==> src/rtl/vid_mem_arbiter.sv <==
`default_nettype none
// ============================================================================
// Module      : vid_mem_arbiter
// Description : Shares one 32-bit SDRAM command port between the video
//               scan-out prefetch path and the CPU data port. Keeps a small
//               prefetch FIFO of framebuffer words, walks the framebuffer
//               linearly and restarts the walk on every frame pulse.
//               Optional underrun statistics counter is enabled by defining
//               the macro VID_MEM_ARB_STATS_EN.
// Revision    : 1.0 - initial release
// ============================================================================
module vid_mem_arbiter #(
  parameter int unsigned ADDR_W     = 24,
  parameter int unsigned FB_BASE    = 0,
  parameter int unsigned FB_WORDS   = 153600,
  parameter int unsigned FIFO_DEPTH = 4,
  parameter int unsigned LOW_WATER  = 2
) (
  input  logic              clk,
  input  logic              rst_n,
  input  logic              vid_frame,
  input  logic              vid_req,
  output logic [31:0]       vid_data,
  output logic              vid_underrun,
  input  logic              cpu_req,
  input  logic              cpu_we,
  input  logic [ADDR_W-1:0] cpu_addr,
  input  logic [31:0]       cpu_wdata,
  input  logic [3:0]        cpu_wstrb,
  output logic              cpu_ack,
  output logic [31:0]       cpu_rdata,
  output logic              mem_req,
  output logic              mem_we,
  output logic [ADDR_W-1:0] mem_addr,
  output logic [31:0]       mem_wdata,
  output logic [3:0]        mem_wstrb,
  input  logic              mem_ready,
  input  logic              mem_rvalid,
  input  logic [31:0]       mem_rdata
`ifdef VID_MEM_ARB_STATS_EN
  ,
  output logic [15:0]       vid_underrun_cnt
`endif
);

  localparam int unsigned PTR_W = $clog2(FIFO_DEPTH);
  localparam int unsigned LVL_W = PTR_W + 1;
  localparam int unsigned CNT_W = $clog2(FB_WORDS + 1);

  localparam logic [LVL_W-1:0]  C_DEPTH    = LVL_W'(FIFO_DEPTH);
  localparam logic [LVL_W-1:0]  C_LOW      = LVL_W'(LOW_WATER);
  localparam logic [CNT_W-1:0]  C_FB_WORDS = CNT_W'(FB_WORDS);
  localparam logic [ADDR_W-1:0] C_FB_BASE  = ADDR_W'(FB_BASE);

  typedef enum logic [1:0] {
    S_IDLE = 2'd0,
    S_CMD  = 2'd1,
    S_RD   = 2'd2,
    S_DONE = 2'd3
  } state_t;

  // Transaction FSM and command registers
  state_t             state_q, state_d;
  logic               mem_req_q, mem_req_d;
  logic               mem_we_q, mem_we_d;
  logic [ADDR_W-1:0]  mem_addr_q, mem_addr_d;
  logic [31:0]        mem_wdata_q, mem_wdata_d;
  logic [3:0]         mem_wstrb_q, mem_wstrb_d;
  logic               cpu_ack_q, cpu_ack_d;
  logic [31:0]        cpu_rdata_q, cpu_rdata_d;
  logic               txn_vid_q, txn_vid_d;     // current transaction is a video fetch
  logic               drop_q, drop_d;           // discard the in-flight video word
  logic               last_vid_q, last_vid_d;   // last grant went to video

  // Prefetch FIFO and framebuffer walker
  logic [31:0]        fifo_q [FIFO_DEPTH];
  logic [31:0]        fifo_d [FIFO_DEPTH];
  logic [PTR_W-1:0]   wr_ptr_q, wr_ptr_d;
  logic [PTR_W-1:0]   rd_ptr_q, rd_ptr_d;
  logic [LVL_W-1:0]   level_q, level_d;
  logic [31:0]        last_word_q, last_word_d;  // word shown while the FIFO is empty
  logic [CNT_W-1:0]   fetch_cnt_q, fetch_cnt_d;
  logic               underrun_q, underrun_d;

  logic               fifo_empty;
  logic               vid_elig;
  logic               grant_vid;
  logic               do_push;
  logic               do_pop;
  logic               underrun_req;

  assign fifo_empty   = (level_q == '0);
  assign vid_elig     = (level_q < C_DEPTH) && (fetch_cnt_q < C_FB_WORDS) && !vid_frame;
  // Below the low-water mark video wins outright; otherwise ties alternate.
  assign grant_vid    = vid_elig && ((level_q < C_LOW) || !cpu_req || !last_vid_q);
  assign do_pop       = vid_req && !vid_frame && !fifo_empty;
  assign underrun_req = vid_req && !vid_frame && fifo_empty;
  assign do_push      = (state_q == S_RD) && mem_rvalid && txn_vid_q && !drop_q && !vid_frame;

  // Next-state and command-register logic for the single outstanding transaction
  always_comb begin
    state_d     = state_q;
    mem_req_d   = mem_req_q;
    mem_we_d    = mem_we_q;
    mem_addr_d  = mem_addr_q;
    mem_wdata_d = mem_wdata_q;
    mem_wstrb_d = mem_wstrb_q;
    cpu_ack_d   = 1'b0;
    cpu_rdata_d = cpu_rdata_q;
    txn_vid_d   = txn_vid_q;
    drop_d      = drop_q;
    last_vid_d  = last_vid_q;

    case (state_q)
      S_IDLE: begin
        drop_d = 1'b0;
        if (grant_vid) begin
          state_d     = S_CMD;
          mem_req_d   = 1'b1;
          mem_we_d    = 1'b0;
          mem_addr_d  = C_FB_BASE + ADDR_W'(fetch_cnt_q);
          mem_wdata_d = '0;
          mem_wstrb_d = 4'hF;
          txn_vid_d   = 1'b1;
          last_vid_d  = 1'b1;
        end else if (cpu_req) begin
          state_d     = S_CMD;
          mem_req_d   = 1'b1;
          mem_we_d    = cpu_we;
          mem_addr_d  = cpu_addr;
          mem_wdata_d = cpu_wdata;
          mem_wstrb_d = cpu_wstrb;
          txn_vid_d   = 1'b0;
          last_vid_d  = 1'b0;
        end
      end
      S_CMD: begin
        if (mem_ready) begin
          mem_req_d = 1'b0;
          if (mem_we_q) begin
            // Only the CPU writes; its ack is high during DONE.
            state_d   = S_DONE;
            cpu_ack_d = 1'b1;
          end else begin
            state_d = S_RD;
          end
        end
      end
      S_RD: begin
        if (mem_rvalid) begin
          state_d = S_IDLE;
          if (!txn_vid_q) begin
            cpu_rdata_d = mem_rdata;
            cpu_ack_d   = 1'b1;
          end
        end
      end
      S_DONE: begin
        state_d = S_IDLE;
      end
      default: begin
        state_d = S_IDLE;
      end
    endcase

    // A frame restart while a transaction is open poisons any video data it returns.
    if (state_q != S_IDLE && vid_frame) begin
      drop_d = 1'b1;
    end
  end

  // FIFO, framebuffer walker and underrun flag; a frame pulse overrides all of them
  always_comb begin
    fifo_d      = fifo_q;
    wr_ptr_d    = wr_ptr_q;
    rd_ptr_d    = rd_ptr_q;
    level_d     = level_q;
    last_word_d = last_word_q;
    fetch_cnt_d = fetch_cnt_q;
    underrun_d  = underrun_q;

    if (do_push) begin
      fifo_d[wr_ptr_q] = mem_rdata;
    end

    if (vid_frame) begin
      wr_ptr_d    = rd_ptr_q;
      level_d     = '0;
      fetch_cnt_d = '0;
      underrun_d  = 1'b0;
    end else begin
      if (do_push) begin
        wr_ptr_d = wr_ptr_q + PTR_W'(1);
      end
      if (do_pop) begin
        rd_ptr_d    = rd_ptr_q + PTR_W'(1);
        last_word_d = fifo_q[rd_ptr_q];
      end
      case ({do_push, do_pop})
        2'b10:   level_d = level_q + LVL_W'(1);
        2'b01:   level_d = level_q - LVL_W'(1);
        default: level_d = level_q;
      endcase
      if (state_q == S_CMD && mem_ready && txn_vid_q && !drop_q) begin
        fetch_cnt_d = fetch_cnt_q + CNT_W'(1);
      end
      if (underrun_req) begin
        underrun_d = 1'b1;
      end
    end
  end

  // State and datapath registers
  always_ff @(posedge clk or negedge rst_n) begin
    if (!rst_n) begin
      state_q     <= S_IDLE;
      mem_req_q   <= 1'b0;
      mem_we_q    <= 1'b0;
      mem_addr_q  <= '0;
      mem_wdata_q <= '0;
      mem_wstrb_q <= '0;
      cpu_ack_q   <= 1'b0;
      cpu_rdata_q <= '0;
      txn_vid_q   <= 1'b0;
      drop_q      <= 1'b0;
      last_vid_q  <= 1'b0;
      fifo_q      <= '{default: '0};
      wr_ptr_q    <= '0;
      rd_ptr_q    <= '0;
      level_q     <= '0;
      last_word_q <= '0;
      fetch_cnt_q <= '0;
      underrun_q  <= 1'b0;
    end else begin
      state_q     <= state_d;
      mem_req_q   <= mem_req_d;
      mem_we_q    <= mem_we_d;
      mem_addr_q  <= mem_addr_d;
      mem_wdata_q <= mem_wdata_d;
      mem_wstrb_q <= mem_wstrb_d;
      cpu_ack_q   <= cpu_ack_d;
      cpu_rdata_q <= cpu_rdata_d;
      txn_vid_q   <= txn_vid_d;
      drop_q      <= drop_d;
      last_vid_q  <= last_vid_d;
      fifo_q      <= fifo_d;
      wr_ptr_q    <= wr_ptr_d;
      rd_ptr_q    <= rd_ptr_d;
      level_q     <= level_d;
      last_word_q <= last_word_d;
      fetch_cnt_q <= fetch_cnt_d;
      underrun_q  <= underrun_d;
    end
  end

`ifdef VID_MEM_ARB_STATS_EN
  logic [15:0] ucnt_q, ucnt_d;

  // Saturating count of underrun requests, restarted by each frame pulse
  always_comb begin
    ucnt_d = ucnt_q;
    if (vid_frame) begin
      ucnt_d = '0;
    end else if (underrun_req && (ucnt_q != 16'hFFFF)) begin
      ucnt_d = ucnt_q + 16'd1;
    end
  end

  // Underrun counter register
  always_ff @(posedge clk or negedge rst_n) begin
    if (!rst_n) begin
      ucnt_q <= '0;
    end else begin
      ucnt_q <= ucnt_d;
    end
  end

  assign vid_underrun_cnt = ucnt_q;
`endif

  assign vid_data     = fifo_empty ? last_word_q : fifo_q[rd_ptr_q];
  assign vid_underrun = underrun_q;
  assign cpu_ack      = cpu_ack_q;
  assign cpu_rdata    = cpu_rdata_q;
  assign mem_req      = mem_req_q;
  assign mem_we       = mem_we_q;
  assign mem_addr     = mem_addr_q;
  assign mem_wdata    = mem_wdata_q;
  assign mem_wstrb    = mem_wstrb_q;

endmodule
`default_nettype wire

==> config.mk <==
export PLATFORM = sky130hd
export DESIGN_NAME = vid_mem_arbiter
export DESIGN_NICKNAME = d
export VERILOG_FILES = /design/src/rtl/vid_mem_arbiter.sv
export SDC_FILE = /design/constraint.sdc
export NUM_CORES = 1
export LEC_CHECK = 0
export ABC_AREA = 1
export CAP_MARGIN = 40
export CORE_ASPECT_RATIO = 0.9
export CORE_MARGIN = 3
export CORE_UTILIZATION = 48
export CTS_CLUSTER_DIAMETER = 100
export DETAILED_ROUTE_END_ITERATION = 6
export PLACE_DENSITY = 0.88
export SYNTH_ARGS = -nofsm -noshare
export SYNTH_HDL_FRONTEND = slang
export SYNTH_SLANG_ARGS = --single-unit
==> constraint.sdc <==
create_clock -name clk -period 1.9 [get_ports clk]
set_input_delay 0.57 -clock clk [delete_from_list [all_inputs] [get_ports clk]]
set_output_delay 0.57 -clock clk [all_outputs]
set_load 0.01 [all_outputs]
==> run metrics, run 1 <==
result of the run=finished with violations; failing checks=setup timing; mean number of vias per cell=around 5.5; number of flip-flops and latches in the synthesized netlist=approximately 290; Clock Latency Late Sink=0.55 ns; measured slew at the worst slew-check pin=between 0.4 and 0.5 ns; number of H-tree levels=1; power per standard cell area=between 1500 and 2000 mW/mm^2; clock tree root driver cell=sky130_fd_sc_hd__clkbuf_16; number of failing setup endpoints in the final timing report=34; routability congestion estimate from global placement=a little under 0.9; DRT Pass-1 Iters=5; count of standard-cell rows=55; leftover overflow at the end of global routing=0; Gate Count Post-Synth=1474; RSZ-0062 raised after global routing=yes; Sink Count=around 290; Final WS setup=-0.752 ns; area of the core region=~0.026 sq mm; Total Power=around 27 mW; largest net degree at the start of global routing=66; largest stage delay on the critical path=just under 0.5 ns; main area contributors after synthesis=sky130_fd_sc_hd__dfrtp_1 56%, sky130_fd_sc_hd__nand2_1 16%, sky130_fd_sc_hd__o21ai_0 11%; global-route wire length before repair=58.9 mm; Worst Setup Start Kind=flip-flop; nature of the critical path endpoint=primary output; DIE AREA=approximately 0.028 sq mm; post-route cell area=0.0175 sq mm; sequential cell area fraction in the yosys report=between 50% and 60%; number of enable flip-flop cells after synthesis=0; die outline width=about 180 microns; count leader, synth=sky130_fd_sc_hd__nand2_1; total length of routed met3 wires=3.43 mm; total half-perimeter wirelength after legalization and detailed placement=23.4 mm; number of max-capacitance violations reported=0; Avg Cell Area, Syn=~8.6 sq um; Met1 Wirelength=~15 mm; Area Growth Syn to Fin=37.5%; average wire length per cell after detail routing=17.6 microns; fmax=between 0.3 and 0.4 GHz; register clock-pin slew on the reported worst setup and hold paths=roughly 0.06 ns; top layer reached by signal wires=met4; sum of negative setup slack=-20.41 ns; number of antenna violations at the first check in global routing=0; layout cells sized above 1=around 18%; most instantiated flip-flop cell in the synthesis netlist=sky130_fd_sc_hd__dfrtp_1; Vert. Die Dim=160 microns; Placed Area=roughly 0.016 sq mm; post-synthesis cell area=roughly 0.013 sq mm; drt initial violations=1171; number of buffers inserted by port buffering=~230; count of different cell masters after synthesis=36; filler instances=roughly 1800; worst vdd rail ir drop=around 0.00097 V; total number of nets in the final design=about 1900; Reg2Reg Setup Slack=-0.30 ns; share of Yosys cell area claimed by the top area cell type=a little under three fifths; total vias in the final route=around 12000; number of standard cells in the final layout excluding fillers=2120; drt total wl=37.4 mm; Post-Syn Nets=roughly 1600; Hold Slack=~0.44 ns; antenna cell count=0; DR WL met2=between 15 and 20 mm; Final Skew=0.0138 ns; worst-case clock buffer depth=3; cell type with the largest total area after synthesis=sky130_fd_sc_hd__dfrtp_1; class of the tightest hold or removal check=input port to asynchronous set/reset pin; Global Route Usage Sum=25.0%; async set-or-reset flop fraction in the synthesized netlist=100%; Reg-to-Reg End=level_q[2]; final count of pins violating max slew=0; min cycle time layout=between 2 and 3 ns; required time of the critical path=1.33 ns; remaining design rule violation count=0; fin crit share=140%; headroom to the max-slew limit=70.8%; Reg2Reg Launch Point=level_q[2]; classification of the worst setup path=flip-flop to primary output; number of buffers added by the clock tree synthesis step=29; placed instance count=2032; reg2reg path depth=14; number of top-level pins=around 230; final hold viol count=0; list of most frequent post-synthesis cells=530 x sky130_fd_sc_hd__nand2_1, 285 x sky130_fd_sc_hd__dfrtp_1, 273 x sky130_fd_sc_hd__o21ai_0, 81 x sky130_fd_sc_hd__inv_1, 42 x sky130_fd_sc_hd__a21oi_1; number of antenna-violating nets in the routed design=0; critical path peak fanout=7; clock tree from TritonCTS=yes; starting density of the core=49.6%; via count of the first global-routing pass=between 10000 and 15000; count of synthesis-stage warnings from yosys=0; worst-path cell chain=buf_4 > clkbuf_16 > a21oi_1 > a32o_1 > o21ai_2 > buf_2; LEAKAGE=about 8.4 nW; arrival time worst endpoint=2.08 ns; Max stage delay cell, worst path=sky130_fd_sc_hd__dfrtp_2
[power breakdown]
| part | switching, mW | internal [mW] |
|---|---|---|
| sequential | 1.23 | 8.05 |
| clock | 2.38 | 3.91 |
| combinational | 6.22 | 5.37 |
[through the flow]
step	utilization, %	worst slack (ns)
4_1_cts	66.7	-0.696
2_1_floorplan	-	0.00276
3_5_place_dp	62.1	-0.539
5_1_grt	68.2	-0.782
3_3_place_gp	62.1	-0.505
6_report	68.2	-0.752
[repair_timing]
action | in CTS | in global routing
resized for setup | 273 | 62
buffers inserted | 9 | 19
hold buffers | 1 | 0
gates cloned | 5 | 4
endpoints found under the setup margin | 129 | 88
pin swaps | 4 | 35
hold endpoints to repair | 12 | 0
[registers in the layout (all words and copies together), names as in the netlist]
name,flops
cpu_rdata,32
fifo_q,128
mem_wstrb,4
last_vid_q,1
mem_req,1
cpu_ack,1
last_word_q,32
mem_wdata,32
level_q,3
fetch_cnt_q,18
mem_we,1
state_q,2
mem_addr,24
vid_underrun,1
wr_ptr_q,2
drop_q,1
rd_ptr_q,2
[critical path, delay by kind of cell (launching register included)]
family	cells	cell delay (ns)
buffers and inverters	3	0.47
AO/OA/AOI/OAI	3	0.58
flip-flops	1	0.49
[layout by cell type, fill, tap and decap left out, types with 5 or more instances in the layout]
cell type,n
sky130_fd_sc_hd__buf_12,32
sky130_fd_sc_hd__nand3_1,22
sky130_fd_sc_hd__buf_4,58
sky130_fd_sc_hd__ha_1,6
sky130_fd_sc_hd__clkdlybuf4s50_1,98
sky130_fd_sc_hd__o21ai_1,26
sky130_fd_sc_hd__nor2_1,31
sky130_fd_sc_hd__buf_6,14
sky130_fd_sc_hd__nand2_4,8
sky130_fd_sc_hd__dlygate4sd2_1,96
sky130_fd_sc_hd__inv_2,5
sky130_fd_sc_hd__clkbuf_8,11
sky130_fd_sc_hd__a32o_1,13
sky130_fd_sc_hd__o21ai_2,33
sky130_fd_sc_hd__nand2_2,34
sky130_fd_sc_hd__a32o_2,19
sky130_fd_sc_hd__nand4_1,7
sky130_fd_sc_hd__nand2_1,507
sky130_fd_sc_hd__a21oi_1,41
sky130_fd_sc_hd__o21ai_0,240
sky130_fd_sc_hd__clkbuf_16,33
sky130_fd_sc_hd__nor2_4,5
sky130_fd_sc_hd__dfrtp_1,284
sky130_fd_sc_hd__buf_2,30
sky130_fd_sc_hd__bufinv_16,5
sky130_fd_sc_hd__inv_1,76
[per-layer routing]
layer	vias up	track usage (%)
li1	5373	-
met1	5579	33.4
met2	637	42.1
met3	78	4.40
met4	0	7.07
met5	-	0
[final cells by class]
class / count / area (sq um) / share of cell area, %
clock buffer: 44 / 892 / 5.11
clock inverter: 10 / 188 / 1.08
inverter: 83 / 327 / 1.87
multi-input combinational: 1015 / 5010 / 28.7
sequential: 285 / 7130 / 40.9
tap: 342 / 428 / 2.45
timing repair buffer: 340 / 3470 / 19.9
timing repair inverter: 1 / 3.75 / 0.0215
[logic make-up (layout without fill, tap and decap cells)]
| kind of cell | Yosys count | in the layout | synth area share, % |
|---|---|---|---|
| AOI/OAI and AO/OA | 380 | 380 | 16.7 |
| xor gates and xnor gates | 3 | 3 | 0.207 |
| adders and majority gates | 9 | 9 | 0.946 |
| buffers and inverters | 174 | 478 | 6.23 |
| DFF | 285 | 285 | 56.2 |
| and+or+nand+nor | 623 | 623 | 19.7 |
[worst max path at each step]
stage	from	endpoint	slack, ns	cells past startpoint
2_1_floorplan	state_q[0]	level_q[2]	0.003	12
5_1_grt	rd_ptr_q[0]	vid_data[23]	-0.78	6
6_report	rd_ptr_q[0]	vid_data[23]	-0.75	6
4_1_cts	rd_ptr_q[0]	vid_data[14]	-0.70	6
3_3_place_gp	mem_rvalid	level_q[2]	-0.50	11
3_5_place_dp	rd_ptr_q[0]	vid_data[23]	-0.54	6
Note: power is estimated with default switching activity, not from simulation.
==> inputs of run 2 (changes only) <==
==> constraint.sdc (replaced) <==
create_clock -name clk -period 1.9 [get_ports clk]
set_input_delay 0.285 -clock clk [delete_from_list [all_inputs] [get_ports clk]]
set_output_delay 0.285 -clock clk [all_outputs]
set_load 0.01 [all_outputs]
==> run metrics, run 2 (synthesis results as in run 1) <==
result of the run=finished with violations; failing checks=setup timing; Area Growth Syn to Fin=35.0%; worst setup timing slack at the placement stage=-0.321 ns (+0.218 ns); register clock-pin slew on the reported worst setup and hold paths=0.06 ns (about the same); P_int=16.9 mW (-2.5%); area of the core region=0.0256 sq mm (unchanged); required time of the critical path=1.62 ns (+0.29 ns); classification of the worst setup path=flip-flop to primary output; part of the total power dissipated in combinational logic=43.5% (+0.8 points); register bank with the most flops=fifo_q; most frequent cells in the layout=520 x sky130_fd_sc_hd__nand2_1, 284 x sky130_fd_sc_hd__dfrtp_1, 240 x sky130_fd_sc_hd__o21ai_0; number of buffers inserted by port buffering=227 (unchanged); Vert. Die Dim=160 microns (unchanged); drt total wl=36.7 mm (-2.0%); Final WS setup=-0.374 ns (+0.378 ns); Switching Fraction=36.2% (about the same); worst-case clock buffer depth=3 (unchanged); die outline width=177 microns (unchanged); leftover overflow at the end of global routing=0 (unchanged); number of max-capacitance violations reported=0 (unchanged); routability congestion estimate from global placement=0.860 (-3.5%); DIE AREA=0.0284 sq mm (unchanged); clock tree from TritonCTS=yes; DRT Pass-1 Iters=6 (+1); largest net degree at the start of global routing=68 (+3.0%); class of the tightest hold or removal check=input port to asynchronous set/reset pin; via count of the first global-routing pass=11600 (-0.20%); final hold viol count=0 (unchanged); min cycle time layout=2.27 ns (-0.378 ns); Net Sw Power=9.58 mW (-2.6%); global-route wire length before repair=57.8 mm (-1.8%); power per standard cell area=1540 mW/mm^2 (-0.79%); worst vdd rail ir drop=0.00100 V (+3.2%); critical path peak fanout=12 (+5); max FFs per register=128 (unchanged); mean number of vias per cell=5.52 (+0.27%); final count of pins violating max slew=0 (unchanged); Total Power=26.5 mW (-2.5%); fmax=0.440 GHz (+17%); LEAKAGE=7.96 nW (-5.7%); RSZ-0062 raised after global routing=yes; remaining design rule violation count=0 (unchanged); Final Skew=0.00805 ns (-0.00579 ns); arrival time worst endpoint=1.99 ns (-0.09 ns); total vias in the final route=11600 (-0.39%); Sink Count=285 (unchanged); number of failing setup endpoints in the final timing report=33 (-2.9%); Clock Latency Late Sink=0.55 ns (about the same); leading cell type in the layout, fill and taps excluded=sky130_fd_sc_hd__nand2_1; sequential group share of total power=34.9% (+0.7 points); number of buffers added by the clock tree synthesis step=29 (unchanged); measured slew at the worst slew-check pin=0.382 ns (-0.0556 ns); Global Route Usage Sum=24.6% (-0.42 points); drt initial violations=896 (-23%); Worst Setup Start Kind=flip-flop; number of antenna-violating nets in the routed design=0 (unchanged); count of standard-cell rows=55 (unchanged); headroom to the max-slew limit=74.6% (+3.7 points); fin crit share=120% (-20 points); starting density of the core=49.6% (unchanged); clock tree root driver cell=sky130_fd_sc_hd__clkbuf_16; nature of the critical path endpoint=primary output; number of top-level pins=228 (unchanged); Clock power frac=21.6% (-1.6 points); total number of nets in the final design=1850 (-0.75%); number of antenna violations at the first check in global routing=1 (+1); layout cells sized above 1=15.3% (-2.3 points); average wire length per cell after detail routing=17.4 microns (-1.3%); number of H-tree levels=1 (unchanged); total half-perimeter wirelength after legalization and detailed placement=23.7 mm (+0.98%); post-route core utilization=67.0% (-1.2 points)
[run 2: cell count changes in the layout (fill, tap and decap cells not counted), moves of 4 or more]
cell                              delta
sky130_fd_sc_hd__nand2_1            +13
sky130_fd_sc_hd__a32o_1              +9
sky130_fd_sc_hd__dlygate4sd2_1      -96
sky130_fd_sc_hd__o21ai_2             -5
sky130_fd_sc_hd__a32o_2              -9
sky130_fd_sc_hd__clkdlybuf4s50_1    +96
sky130_fd_sc_hd__nand2_2            -13
sky130_fd_sc_hd__buf_6               -6
sky130_fd_sc_hd__o21ai_1             +7
sky130_fd_sc_hd__inv_2               -4
sky130_fd_sc_hd__clkbuf_8            -5
sky130_fd_sc_hd__clkinv_2           +11
[run 2: timing repair]
item,CTS,global route
cloned,4,4
endpoints found under the hold margin,110,0
endpoints found under the setup margin,33,34
buffers inserted,10,11
pin swaps,4,14
gates resized for setup,205,33
hold buffers,1,0
[run 2: final cells by class]
class                   instances  area (sq um)
multi-input cells            1015          4930
diodes                          1          2.50
well taps                     342           428
flip-flops and latches        285          7130
clock inverters                17           144
repair buffers                327          3370
clock buffers                  36           812
inverters                      83           329
fillers                      1899          8450
[run 2: path summary, 6_finish.rpt]
path	startpoint	endpoint	slack, ns	cells after the start
min in group clk	cpu_wdata[28]	mem_wdata[28]	0.32	3
worst min-delay path	rst_n	fifo_q[113]	0.22	2
worst min register to register	mem_addr[16]	mem_addr[16]	0.48	2
max in group asynchronous	rst_n	cpu_rdata[3]	0.96	3
worst max register to register	level_q[1]	level_q[2]	-0.04	12
worst max-delay path	rd_ptr_q[1]	vid_data[7]	-0.37	7
[run 2: through the flow]
| step | area [sq um] | std cells | TNS (ns) | hold slack (ns) |
|---|---|---|---|---|
| final | 17100 | 2106 | -9.53 | 0.223 |
| after global placement | 15900 | 2028 | -8.79 | 0.204 |
| after detailed placement | 15900 | 2028 | -10.34 | 0.200 |
| after CTS | 17000 | 2094 | -10.08 | 0.211 |
| after floorplan | 12700 | 1474 | 0 | -0.0106 |
| after global routing | 17100 | 2106 | -12.17 | 0.227 |
[run 2: power groups by stage]
stage               clock [mW]  sequential, mW  combinational [mW]
finish                    5.72            9.25                11.5
global route              6.05            9.46                12.5
CTS                       5.81            9.20                11.1
detailed placement           0            9.25                10.5
global placement             0            9.15                10.2
floorplan                    0            9.46                4.92
[run 2: worst max-delay path, cell delays in order (launching register included)]
cell and delay (ns):
sky130_fd_sc_hd__dfrtp_1 0.42, sky130_fd_sc_hd__inv_4 0.13, sky130_fd_sc_hd__buf_12 0.15, sky130_fd_sc_hd__buf_4 0.12, sky130_fd_sc_hd__a21oi_1 0.04, sky130_fd_sc_hd__a32o_2 0.26
sky130_fd_sc_hd__o21ai_2 0.17, sky130_fd_sc_hd__buf_2 0.16
[run 2: metal layers]
| layer | part of all wire (%) | track usage (%) | wire length [microns] | up-vias |
|---|---|---|---|---|
| li1 | - | - | - | 5351 |
| met1 | 40 | 31.5 | 14500 | 5552 |
| met2 | 48 | 42.1 | 17700 | 628 |
| met3 | 9.3 | 4.85 | 3410 | 90 |
| met4 | 2.9 | 7.92 | 1060 | 0 |
| met5 | 0 | 0 | 0 | - |
==> RTL edit 1, RTL diff (flow settings as in run 2) <==
Add a define of `VID_MEM_ARB_STATS_EN`.
--- a/src/rtl/vid_mem_arbiter.sv
+++ b/src/rtl/vid_mem_arbiter.sv
@@ -9,6 +9,8 @@
 //               the macro VID_MEM_ARB_STATS_EN.
 // Revision    : 1.0 - initial release
 // ============================================================================
+`define VID_MEM_ARB_STATS_EN
+
 module vid_mem_arbiter #(
   parameter int unsigned ADDR_W     = 24,
   parameter int unsigned FB_BASE    = 0,
Check against the original RTL (old outputs only; new: vid_underrun_cnt): no difference found for any inputs over 4 cycles, from zero or initial values and one cycle with rst_n low; that may be too few to reach the edited logic, so the function may still have changed.
==> RTL edit 1 against run 2 <==
- the flow still finishes with violations (negative setup slack)
- first-iteration DRC count rose by 27%
- area after synthesis rose by 8.7%
- sequential share of layout area fell by 1.6 points
- wire length up 12%
- clock power is 9.3% higher
- design area increased by 10%
- setup slack got worse by 150 ps
- sequential cell count grew 16
- power down 1.1%
- largest cell class unchanged
==> RTL edit 1: results (changes against run 2) <==
metric	value	unit	change
run status	complete, but fails checks		
failing checks	negative setup slack		
global-route wire length before repair	64900	um	+12%
Worst path max stage delay	460	ps	+40 ps
layout cell share with drive strength beyond 1	17.0	%	+1.6 points
post-route worst setup slack	-527	ps	-153 ps
post-synth net total	1752		+11%
Combinational Power	10600	uW	-8%
Port Buf Inserts	243		+7.0%
placed instance area	0.0173	sq mm	+8.9%
weighted congestion reported at the end of routability-driven placement	0.899		+4.5%
post-route clock skew	30.3	ps	+22.3 ps
transition time at the pin with the least slew margin	426	ps	+43.9 ps
global-route met2 utilization	42.4	%	+0.36 points
cell total after placement	2243		+11%
reported clock group power	6250	uW	+9.3%
Overall Global Routing Usage	25.5	%	+0.92 points
cell leakage power	0.00879	uW	+10%
sum of negative setup slack	-13620	ps	-4090 ps
Num CTS Buffers	30		+3.4%
met2 layer wire length in the routed design	19700	um	+11%
synthesized area divided by synthesized cell count	8.41	sq um	-2.4%
count of final setup violators	32		-3.0%
number of diodes added for antenna fixing	0		-1
ranking of synthesized cells by instance count	518 x sky130_fd_sc_hd__nand2_1, 301 x sky130_fd_sc_hd__dfrtp_1, 296 x sky130_fd_sc_hd__o21ai_0		
wire length on met3	3680	um	+8.0%
detailed placer's ending HPWL	26300	um	+11%
met3 track demand over resource in global routing	4.63	%	-0.22 points
worst slack at placement	-257	ps	+63.4 ps
==> RTL edit 1: cell types whose count changed after synthesis, sizes merged, moves of 2 or more <==
cell	change
nand4	+16
o21bai	+4
o21ai	+44
nor2	+85
a21oi	-29
clkbuf	+19
nor3b	-2
buf	-16
inv	+2
o22a	+32
nand3	+22
xor2	+7
a32o	-32
dfrtp	+16
==> RTL edit 1: worst max-delay path: cells and delay by family, from the launching register on <==
family	cells	cell delay [ps]
flops	1	460
compound gates	2	440
simple gates	1	40
buf+inv	5	620
==> RTL edit 1: path summary, 6_finish.rpt <==
check | from | endpoint | slack [ps] | cells past startpoint
max reg2reg | state_q[0] | level_q[2] | 70 | 12
min | rst_n | last_word_q[14] | 190 | 2
max in group asynchronous | rst_n | cpu_rdata[6] | 1010 | 3
min in group clk | cpu_wdata[11] | mem_wdata[11] | 300 | 3
max | rd_ptr_q[0] | vid_data[23] | -530 | 8
min reg2reg | mem_addr[10] | mem_addr[10] | 480 | 2
==> RTL edit 1: cell type report <==
class,count,area (sq um)
Fill cell,2038,9260
Sequential cell,301,7550
Multi-Input combinational cell,1161,5690
Timing Repair Buffer,369,3830
Clock buffer,46,921
Tap cell,360,450
Inverter,86,330
Clock inverter,7,124
==> RTL edit 1: repair_timing <==
item / CTS / global route
endpoints found under the setup margin: 37 / 48
cloned: 7 / 2
buffers inserted: 14 / 13
pin swaps: 30 / 42
hold endpoints to repair: 83 / 0
resized for setup: 234 / 78
hold buffers: 1 / 0
==> RTL edit 1: kinds of logic after synthesis <==
family                     after synthesis  share of synthesized area, %
AOI/OAI and AO/OA                      399                          16.2
adders and majority gates               10                         0.961
DFF                                    301                          54.6
xor gates and xnor gates                10                         0.635
buffers and inverters                  180                          5.64
and+or+nand+nor                        742                          22.0
==> RTL edit 2, RTL diff (config.mk and constraints of run 2) <==
Without the edit above. `mem_addr_q`, `mem_wdata_q`, `mem_wstrb_q`, `cpu_rdata_q` and `last_word_q` no longer have a reset.
--- a/src/rtl/vid_mem_arbiter.sv
+++ b/src/rtl/vid_mem_arbiter.sv
@@ -216,11 +216,7 @@
       state_q     <= S_IDLE;
       mem_req_q   <= 1'b0;
       mem_we_q    <= 1'b0;
-      mem_addr_q  <= '0;
-      mem_wdata_q <= '0;
-      mem_wstrb_q <= '0;
       cpu_ack_q   <= 1'b0;
-      cpu_rdata_q <= '0;
       txn_vid_q   <= 1'b0;
       drop_q      <= 1'b0;
       last_vid_q  <= 1'b0;
@@ -228,18 +224,13 @@
       wr_ptr_q    <= '0;
       rd_ptr_q    <= '0;
       level_q     <= '0;
-      last_word_q <= '0;
       fetch_cnt_q <= '0;
       underrun_q  <= 1'b0;
     end else begin
       state_q     <= state_d;
       mem_req_q   <= mem_req_d;
       mem_we_q    <= mem_we_d;
-      mem_addr_q  <= mem_addr_d;
-      mem_wdata_q <= mem_wdata_d;
-      mem_wstrb_q <= mem_wstrb_d;
       cpu_ack_q   <= cpu_ack_d;
-      cpu_rdata_q <= cpu_rdata_d;
       txn_vid_q   <= txn_vid_d;
       drop_q      <= drop_d;
       last_vid_q  <= last_vid_d;
@@ -247,10 +238,17 @@
       wr_ptr_q    <= wr_ptr_d;
       rd_ptr_q    <= rd_ptr_d;
       level_q     <= level_d;
-      last_word_q <= last_word_d;
       fetch_cnt_q <= fetch_cnt_d;
       underrun_q  <= underrun_d;
     end
+  end
+
+  always_ff @(posedge clk) begin
+    mem_addr_q  <= mem_addr_d;
+    mem_wdata_q <= mem_wdata_d;
+    mem_wstrb_q <= mem_wstrb_d;
+    cpu_rdata_q <= cpu_rdata_d;
+    last_word_q <= last_word_d;
   end
 
 `ifdef VID_MEM_ARB_STATS_EN
Behaviour: not the same (Yosys sat finds a counterexample within 4 cycles, from zero or initial values and one cycle with rst_n low).
==> RTL edit 2 against run 2 <==
- the flow still finishes with violations (negative setup slack)
- combinational power decreased by 3%
- power down 0.84%
- largest power group unchanged
- setup slack gained 16 ps
- maximum frequency rose by 0.72%
- area after synthesis decreased by 1.9%
- sequential cell count is the same
- clock skew decreased by 0.67 ps
- wire length is 7.7% lower
- critical path type unchanged
- first-iteration DRC count down 13%
- design area increased by 0.12%
==> RTL edit 2: results (changes against run 2) <==
metric	value	unit	change
buffers inserted during post-CTS setup optimization	16		+6
Worst path max stage delay	490	ps	+70 ps
multi-input logic area	0.00428	sq mm	-13%
adder-cell share of the synthesized area	0.964	%	+0.018 points
share of flip-flops with an asynchronous set or reset after synthesis	56.5	%	-44 points
post-route worst setup slack	-358	ps	+16.2 ps
starting DRC count in detailed routing	784		-13%
transition time at the pin with the least slew margin	569	ps	+188 ps
post-synthesis share of cell area spent on xor and xnor gates	0.141	%	-0.066 points
global-route wire length before repair	53900	um	-6.8%
post-synth net total	1357		-14%
CLK BUF	42		+17%
portion of the layout cell area used by non-clock buffers	18.7	%	-0.99 points
number of distinct library cell variants in the gate-level netlist after synthesis	39		+8.3%
Num CTS Buffers	30		+3.4%
via density per instance	5.36		-2.8%
largest net degree at the start of global routing	55		-19%
proportion of cell area occupied by multi-input gates	25.0	%	-3.8 points
count of final setup violators	33		unchanged
Synth Instances	1248		-15%
run status	complete, but fails checks		
weighted congestion reported at the end of routability-driven placement	0.894		+4.0%
inverter count of the layout excluding clock inverters	125		+51%
router iterations before antenna repair	7		+1
Filler Cells Inserted	1796		-5.4%
Finished Layout Cells	1899		-9.8%
arrival time of the worst setup path	1970	ps	-20 ps
cell leakage power	0.00758	uW	-4.9%
failing checks	negative setup slack		
number of flops mapped to enable cells by yosys	124		+124
==> RTL edit 2: layer usage <==
layer | vias to the layer above | GRT usage [%] | part of all wire [%]
met3 | 80 | 4.54 | 8.2
li1 | 4687 | - | -
met1 | 4915 | 30.5 | 40
met5 | - | 0 | 0
met4 | 0 | 6.62 | 2.7
met2 | 506 | 40.3 | 49
==> RTL edit 2: path summary, 6_finish.rpt <==
path / start / end / slack [ps] / cells past startpoint
min in group clk: mem_rdata[14] / cpu_rdata[14] / 330 / 1
min reg2reg: fifo_q[114] / fifo_q[114] / 490 / 2
max reg2reg: state_q[0] / level_q[2] / -50 / 13
min: rst_n / fifo_q[122] / 200 / 2
max in group asynchronous: rst_n / fetch_cnt_q[13] / 1060 / 3
max: rd_ptr_q[0] / vid_data[16] / -360 / 8
==> RTL edit 2: power by group <==
group | switching, uW | internal, uW
sequential | 853 | 8340
clock | 2380 | 3540
combinational | 6040 | 5100
total | 9270 | 17000
